**config.mk**
```make
export PLATFORM = sky130hd
export DESIGN_NAME = y_pulse_monitor
export DESIGN_NICKNAME = d
export VERILOG_FILES = /design/src/rtl/y_pulse_monitor.sv
export SDC_FILE = /design/constraint.sdc
export NUM_CORES = 1
export LEC_CHECK = 0
export ABC_AREA = 1
export CELL_PAD_IN_SITES_DETAIL_PLACEMENT = 2
export CELL_PAD_IN_SITES_GLOBAL_PLACEMENT = 2
export CORE_MARGIN = 2
export CORE_UTILIZATION = 31
export CTS_CLUSTER_SIZE = 20
export DETAILED_ROUTE_END_ITERATION = 10
export PLACE_DENSITY_LB_ADDON = 0.1
export SYNTH_ARGS = -nofsm -noshare
export SYNTH_HDL_FRONTEND = slang
export SYNTH_SLANG_ARGS = --single-unit
```
**constraint.sdc**
```tcl
create_clock -name clk -period 1.5 [get_ports clk]
set_input_delay 0.15 -clock clk [delete_from_list [all_inputs] [get_ports clk]]
set_output_delay 0.15 -clock clk [all_outputs]
set_load 0.05 [all_outputs]
```
**src/rtl/y_pulse_monitor.sv**
```systemverilog
// Synchronises the asynchronous Y level, strobes its edges, counts rising edges and
// measures each high pulse, handing completed widths out over a single-entry valid/ready port.
module y_pulse_monitor #(
    parameter int CNT_W       = 8,
    parameter int PW_W        = 8,
    parameter int SYNC_STAGES = 2
) (
    input  logic             clk,
    input  logic             rst_n,
    input  logic             y_in,
    input  logic             clear,
    output logic             y_sync,
    output logic             rise_pulse,
    output logic             fall_pulse,
    output logic [CNT_W-1:0] event_count,
    output logic             pw_valid,
    input  logic             pw_ready,
    output logic [PW_W-1:0]  pw_data,
    output logic             pw_sat,
    output logic             overrun
);

    typedef enum logic [1:0] {
        WAIT_LOW = 2'd0,
        LOW      = 2'd1,
        HIGH     = 2'd2
    } state_t;

    state_t                 state_q, state_d;
    logic [SYNC_STAGES-1:0] sync_q;
    logic                   y_prev_q;
    logic [SYNC_STAGES:0]   prime_q;
    logic                   primed;
    logic [PW_W-1:0]        width_q, width_d;
    logic                   wsat_q, wsat_d;
    logic [CNT_W-1:0]       cnt_q, cnt_d;
    logic                   vld_q, vld_d;
    logic [PW_W-1:0]        data_q, data_d;
    logic                   sat_q, sat_d;
    logic                   ovr_q, ovr_d;
    logic                   publish;

    // Edges are only trusted once y_sync and y_prev both hold real samples of Y,
    // so the reset zeros in the chain never look like a rising edge.
    always_ff @(posedge clk or negedge rst_n) begin
        if (!rst_n) begin
            sync_q   <= '0;
            y_prev_q <= 1'b0;
            prime_q  <= '0;
        end else begin
            sync_q   <= {sync_q[SYNC_STAGES-2:0], y_in};
            y_prev_q <= sync_q[SYNC_STAGES-1];
            prime_q  <= {prime_q[SYNC_STAGES-1:0], 1'b1};
        end
    end

    assign primed     = prime_q[SYNC_STAGES];
    assign y_sync     = sync_q[SYNC_STAGES-1];
    assign rise_pulse = primed & y_sync & ~y_prev_q;
    assign fall_pulse = primed & ~y_sync & y_prev_q;

    always_ff @(posedge clk or negedge rst_n) begin
        if (!rst_n) begin
            state_q <= WAIT_LOW;
        end else begin
            state_q <= state_d;
        end
    end

    always_comb begin
        state_d = state_q;
        if (clear) begin
            state_d = WAIT_LOW;
        end else begin
            case (state_q)
                WAIT_LOW: if (primed && !y_sync) state_d = LOW;
                LOW:      if (rise_pulse) state_d = HIGH;
                HIGH:     if (fall_pulse) state_d = LOW;
                default:  state_d = WAIT_LOW;
            endcase
        end
    end

    always_comb begin
        publish = (state_q == HIGH) && fall_pulse && !clear;
        width_d = width_q;
        wsat_d  = wsat_q;
        if (!clear && state_q == LOW && rise_pulse) begin
            width_d = PW_W'(1);
            wsat_d  = 1'b0;
        end else if (!clear && state_q == HIGH && y_sync) begin
            if (width_q == '1) wsat_d = 1'b1;
            else               width_d = width_q + 1'b1;
        end

        cnt_d  = cnt_q;
        vld_d  = vld_q;
        data_d = data_q;
        sat_d  = sat_q;
        ovr_d  = ovr_q;
        if (clear) begin
            cnt_d = '0;
            vld_d = 1'b0;
            ovr_d = 1'b0;
        end else begin
            if (rise_pulse && cnt_q != '1) cnt_d = cnt_q + 1'b1;
            // A result may replace the held one only when that one leaves this very cycle.
            if (publish) begin
                if (!vld_q || pw_ready) begin
                    vld_d  = 1'b1;
                    data_d = width_q;
                    sat_d  = wsat_q;
                end else begin
                    ovr_d = 1'b1;
                end
            end else if (vld_q && pw_ready) begin
                vld_d = 1'b0;
            end
        end
    end

    always_ff @(posedge clk or negedge rst_n) begin
        if (!rst_n) begin
            width_q <= '0;
            wsat_q  <= 1'b0;
            cnt_q   <= '0;
            vld_q   <= 1'b0;
            data_q  <= '0;
            sat_q   <= 1'b0;
            ovr_q   <= 1'b0;
        end else begin
            width_q <= width_d;
            wsat_q  <= wsat_d;
            cnt_q   <= cnt_d;
            vld_q   <= vld_d;
            data_q  <= data_d;
            sat_q   <= sat_d;
            ovr_q   <= ovr_d;
        end
    end

    assign event_count = cnt_q;
    assign pw_valid    = vld_q;
    assign pw_data     = data_q;
    assign pw_sat      = sat_q;
    assign overrun     = ovr_q;

endmodule

```
==> results of run 1 <==
-- final timing paths --
kind / start / to / depth (start not counted)
worst max-delay path: event_count[0]$_DFFE_PN0P_ / event_count[1]$_DFFE_PN0P_ / 8
worst min-delay path: y_in / sync_q[0]$_DFF_PN0_ / 1
worst max register to register: event_count[0]$_DFFE_PN0P_ / event_count[1]$_DFFE_PN0P_ / 8
worst min register to register: sync_q[0]$_DFF_PN0_ / sync_q[1]$_DFF_PN0_ / 0
max in group asynchronous: rst_n / width_q[3]$_DFFE_PN0P_ / 3
min in group asynchronous: rst_n / pw_valid$_DFFE_PN0P_ / 2
-- routing by layer --
metal / global-route usage / vias to the layer above / part of all wire
met5: 0 / - / 0
met4: 0.0508 / 0 / 0.0053
met3: 0.0333 / 2 / 0.032
met2: 0.308 / 29 / 0.48
met1: 0.229 / 822 / 0.48
li1: - / 809 / -
-- power by group through the flow --
stage | Clock (uW) | Sequential [uW] | Combinational (uW)
after floorplan | 0 | 1050 | 79.4
after global placement | 0 | 1040 | 196
final | 695 | 1020 | 197
after CTS | 734 | 1020 | 202
after detailed placement | 0 | 1040 | 199
after global routing | 766 | 1020 | 217
-- per-stage QoR --
stage,instances,worst slack [ps],TNS (ps)
6_report,350,75.0,0
5_1_grt,350,-1.07,-1.16
4_1_cts,350,40.0,0
3_5_place_dp,341,-59.1,-512
3_3_place_gp,341,-21.9,-217
2_1_floorplan,230,-74.0,-525
-- layout make-up --
class	instances	area, sq um
sequential	36	905
inverter	22	82.6
timing repair buffer	38	368
clock inverter	2	12.5
fill	688	3450
clock buffer	6	72.6
multi-input combinational	171	866
tap	75	93.8
-- sequential cells by signal (all words and copies together) (netlist names), 2 cells and up --
| register | cells |
|---|---|
| event_count | 8 |
| prime_q | 3 |
| pw_data | 8 |
| state_q | 2 |
| sync_q | 2 |
| width_q | 8 |
-- placed cells by master, fill, tap and decap left out, drive strengths merged, types with 2 or more instances in the layout --
cell,netlist,routed
nor2,35,35
dfrtp,36,36
nand4,5,5
inv,20,20
o21ai,14,14
clkdlybuf4s50,0,3
clkinv,2,3
buf,1,34
a21oi,3,3
nand2,87,87
ha,2,2
clkbuf,0,6
xor2,2,2
nand3,15,15
-- cells by family (layout without fill, tap and decap cells) --
group           Yosys count  in the layout
compound gates           19             19
other cells               1              1
mux                       1              1
simple gates            145            145
xor+xnor                  3              3
buf+inv                  23             68
fa+ha+maj                 2              2
flops                    36             36
-- what timing repair did --
action	in CTS	in global routing
hold buffers	1	0
setup endpoints to repair	0	8
hold endpoints to repair	17	0
resized for setup	0	3
==> results.json, run 1 <==
{
  "run_status": "finished, final reports clean",
  "syn_area_sq_mm": 0.00185,
  "gp_congestion": 0.716,
  "area_delta_synth_final_pct": 30.0,
  "first_pass_iters": 4,
  "rsz0062_at_grt": "yes",
  "drt-initial-drc-count": 50,
  "power_frac_clock": 0.364,
  "comb_power_share": 0.103,
  "die_h_um": 81.2,
  "worstMarginPinSlew_ps": 645,
  "hold_slack_ps": 308,
  "core_area_sq_mm": 0.00585,
  "drc": 0,
  "critPathBufInv": 0,
  "diodes": 0,
  "setup_viol": 0,
  "grt_pass1_vias": 1808,
  "ys_seq_area_frac": 0.488,
  "io_pins": 27,
  "p_int_uw": 1390,
  "htreeDepth": 2,
  "cts_buffers": 5,
  "overflow": 0,
  "dp_hpwl_mm": 3.90,
  "fmax_ghz": 0.702,
  "dieArea_sq_mm": 0.00659,
  "clk_latency_ps": 290,
  "drt-total-wl_mm": 5.14,
  "synth_mux_area_frac": 0.00542,
  "clock_skew_ps": 13.3,
  "r2r_slack_ps": 80,
  "p_per_area_mw_per_mm2": 796,
  "final_layout_size_suffix_gt1_frac": 0.251,
  "power.total_uw": 1910,
  "cpLargestDelayFamily": "simple AND/OR/NAND/NOR gates",
  "synth_top_area_frac": 0.488,
  "postRouteAntennaNets": 0,
  "grt_start_max_net_pins": 20,
  "synth-seq-cells": 36,
  "peakVddDrop_uv": 383,
  "fin_crit_sh": 0.950,
  "rows": 28,
  "ys_types": 29,
  "slowest_stage": "dfrtp_2",
  "yosys.cell_count.top_type": "nand2_1",
  "cp-start-kind": "register",
  "grt_pass1_wl_mm": 8.87,
  "synthXorXnorAreaFrac": 0.0142,
  "wl_per_cell_um": 14.7,
  "path_clk_slew_ps": 80,
  "clockBufferDepth": 2,
  "antenna_found_initial": 0,
  "portBuffers": 26,
  "setup.worst_path.class": "register to register",
  "synthAdderAreaFrac": 0.0136,
  "cp.arrival_ps": 1650,
  "die_w_um": 81.2,
  "yosys_warnings": 0,
  "path_cells": "ha_1, nand2_2, nor2_4, nand2_2, nand2_4, nor2_2, nand2_1, nand2_1",
  "grtUsageTotal": 0.179,
  "post_dp_cell_area_sq_mm": 0.00229,
  "viasPerCell": 4.75,
  "max_cap_viol_count": 0,
  "power_frac_seq": 0.533,
  "synth_area_per_cell_sq_um": 8.02,
  "power_leakage_uw": 0.00127,
  "hold_violations": 0,
  "drv_slew": 0,
  "synth_ff_type": "dfrtp_1",
  "cts_tree": "built",
  "synth_simple_gate_area_share": 0.369,
  "critical_path_required_ps": 1720,
  "final_area_sq_mm": 0.00240,
  "num-nets-final": 281,
  "syn-num-nets": 237,
  "syn_inst": 230,
  "synth-compound-area-share": 0.0563,
  "yosys.area.top_type": "dfrtp_1",
  "start_util": 0.315,
  "path_max_fanout": 7,
  "via_count": 1662,
  "root_buffer": "clkbuf_8",
  "switchingPower_uw": 518,
  "postLayoutCoreUtil": 0.410,
  "cpPeakStageDelay_ps": 430,
  "synth_top_family_by_area": "simple AND/OR/NAND/NOR gates",
  "cts_sinks": 36,
  "min_period_ps": 1420,
  "synth_edf_count": 0,
  "crit_path_end_kind": "register",
  "post_cts_buffers": 0,
  "synthArstFlopShare": 1.00,
  "ys_top_cells_by_count": "78 x nand2_1, 36 x dfrtp_1, 28 x nor2_1",
  "relSlewSlack": 0.570,
  "switching_share": 0.271,
  "netlist_top_cells_area": "dfrtp_1 49%, nand2_1 16%, nor2_1 5.7%",
  "hp-class": "input pin to register"
}
No activity file was read; power rests on OpenSTA's default activity.
==> run 2, diff against run 1 <==
--- a/config.mk
+++ b/config.mk
@@ -9,7 +9,8 @@
 export CELL_PAD_IN_SITES_DETAIL_PLACEMENT = 2
 export CELL_PAD_IN_SITES_GLOBAL_PLACEMENT = 2
 export CORE_MARGIN = 2
-export CORE_UTILIZATION = 31
+export CORE_UTILIZATION = 33
+export CTS_BUF_LIST = sky130_fd_sc_hd__clkbuf_8
 export CTS_CLUSTER_SIZE = 20
 export DETAILED_ROUTE_END_ITERATION = 10
 export PLACE_DENSITY_LB_ADDON = 0.1
==> run 2 against run 1 <==
  * Worst hold slack worse by 18 ps
  * Clock skew decreased by 7.9 ps
  * Routed wire length up 4.7%
  * Clock-buffer cell count down 1
  * Total power increased by 0.63%
  * First-iteration DRC count shrank 10%
  * Sequential cell count unchanged
==> results.json, run 2 (synthesis gave the netlist of run 1 again) <==
{
  "final_cells": 349,
  "layout_common_cells": "76 x nand2_1, 33 x dfrtp_1, 29 x buf_4",
  "critPathBufInv": 3,
  "core_area_sq_mm": 0.00544,
  "cts_sinks": 36,
  "run_status": "finished, final reports clean",
  "drv_slew": 0,
  "die_w_um": 78.8,
  "clock_skew_ps": 5.38,
  "min_period_ps": 1420,
  "grt_pass1_wl_mm": 9.14,
  "cts_tree": "built",
  "viasPerCell": 4.69,
  "peakVddDrop_uv": 474,
  "slowest_stage": "dfrtp_2",
  "overflow": 0,
  "final_layout_size_suffix_gt1_frac": 0.256,
  "hold_slack_ps": 290,
  "fmax_ghz": 0.705,
  "diodes": 0,
  "cts_buffers": 5,
  "clk_latency_ps": 290,
  "fin_crit_sh": 0.945,
  "cpPeakStageDelay_ps": 450,
  "drc": 0,
  "crit_path_end_kind": "output port",
  "wl_per_cell_um": 15.4,
  "critical_path_required_ps": 1350,
  "max_cap_viol_count": 0,
  "post_dp_cell_area_sq_mm": 0.00227,
  "gp_congestion": 0.749,
  "hp-class": "input pin to register",
  "cp.arrival_ps": 1270,
  "dp_hpwl_mm": 3.93,
  "relSlewSlack": 0.585,
  "root_buffer": "clkbuf_8",
  "path_max_fanout": 5,
  "cp-start-kind": "register",
  "first_pass_iters": 3,
  "path_clk_slew_ps": 80,
  "htreeDepth": 2,
  "portBuffers": 26,
  "num-nets-final": 283,
  "final_common_cell": "nand2_1",
  "hold_violations": 0,
  "dpl.cell_count": 336,
  "rows": 27,
  "grt_pass1_vias": 1775,
  "dieArea_sq_mm": 0.00621,
  "die_h_um": 78.8,
  "start_util": 0.339,
  "grtUsageTotal": 0.192,
  "via_count": 1638,
  "worstMarginPinSlew_ps": 623,
  "setup.worst_path.class": "register to output port",
  "crit_top_cell": "inv_2",
  "grt_start_max_net_pins": 20,
  "power_leakage_uw": 0.00127,
  "cpLargestDelayFamily": "flip-flops",
  "area_delta_synth_final_pct": 30.4,
  "setup_viol": 0,
  "final_area_sq_mm": 0.00241,
  "path_cells": "inv_2, nand3_1, inv_2, buf_12",
  "drt-initial-drc-count": 45,
  "antenna_found_initial": 0,
  "postRouteAntennaNets": 0,
  "io_pins": 27,
  "clockBufferDepth": 2,
  "p_per_area_mw_per_mm2": 799,
  "drt-total-wl_mm": 5.38
}
run 2: changes by cell type in the layout (fill, tap and decap cells not counted):
| cell | delta |
|---|---|
| buf_4 | +2 |
| clkbuf_1 | -1 |
| inv_1 | +1 |
| nand2_2 | +1 |
| nand2_4 | -1 |
run 2: what timing repair did:
| action | CTS | global route |
|---|---|---|
| cloned | 0 | 0 |
| buffers inserted | 1 | 3 |
| resized for setup | 0 | 2 |
| hold endpoints to repair | 17 | 0 |
| pin swaps | 1 | 0 |
| endpoints found under the setup margin | 1 | 9 |
| hold buffers | 1 | 0 |
run 2: worst reg2reg max path: stages (launching register included):
cell and delay, ps:
dfrtp_2 400, ha_1 190, nand2_2 120, nor2_4 140, nand2_2 90, nand2_4 110
nand2_2 90, nand2_1 70, o21ai_1 60
run 2: routing by layer:
metal,GRT usage,part of all wire,up-vias
met5,0,0,-
met4,0.0579,0.0099,0
met3,0.0398,0.027,5
met2,0.313,0.47,22
met1,0.258,0.49,796
li1,-,-,815
run 2: path summary, 6_finish.rpt:
kind                                            start  slack, ps                          to  cells past startpoint
hold reg to reg                   sync_q[0]$_DFF_PN0_        360         sync_q[1]$_DFF_PN0_                      0
setup reg to reg           event_count[1]$_DFFE_PN0P_        120  event_count[3]$_DFFE_PN0P_                      8
min in group asynchronous                       rst_n        390  event_count[6]$_DFFE_PN0P_                      2
hold / removal                                   y_in        290         sync_q[0]$_DFF_PN0_                      1
max in group asynchronous                       rst_n        630      width_q[2]$_DFFE_PN0P_                      3
setup / recovery                  sync_q[1]$_DFF_PN0_         80                  fall_pulse                      4
run 2: power breakdown:
group	switching, uW	internal (uW)	total (uW)
clock	373	318	691
sequential	20.5	995	1020
combinational	136	78.0	214
total	530	1390	1920
run 2: cell type report:
cell class / count / area, sq um
fill: 611 / 3030
sequential: 36 / 905
multi-input combinational: 171 / 861
timing repair buffer: 40 / 383
tap: 72 / 90.1
inverter: 22 / 82.6
clock buffer: 5 / 68.8
clock inverter: 3 / 16.3
run 2: per-stage QoR:
step | setup TNS (ps) | util | setup slack, ps | total power (uW)
6_report | 0 | 0.442 | 81.8 | 1920
5_1_grt | -9.38 | 0.442 | -9.38 | 2010
4_1_cts | 0 | 0.437 | 52.4 | 1960
3_5_place_dp | -225 | 0.418 | -38.2 | 1240
3_3_place_gp | -169 | 0.418 | -20.8 | 1240
2_1_floorplan | -525 | - | -74.0 | 1130
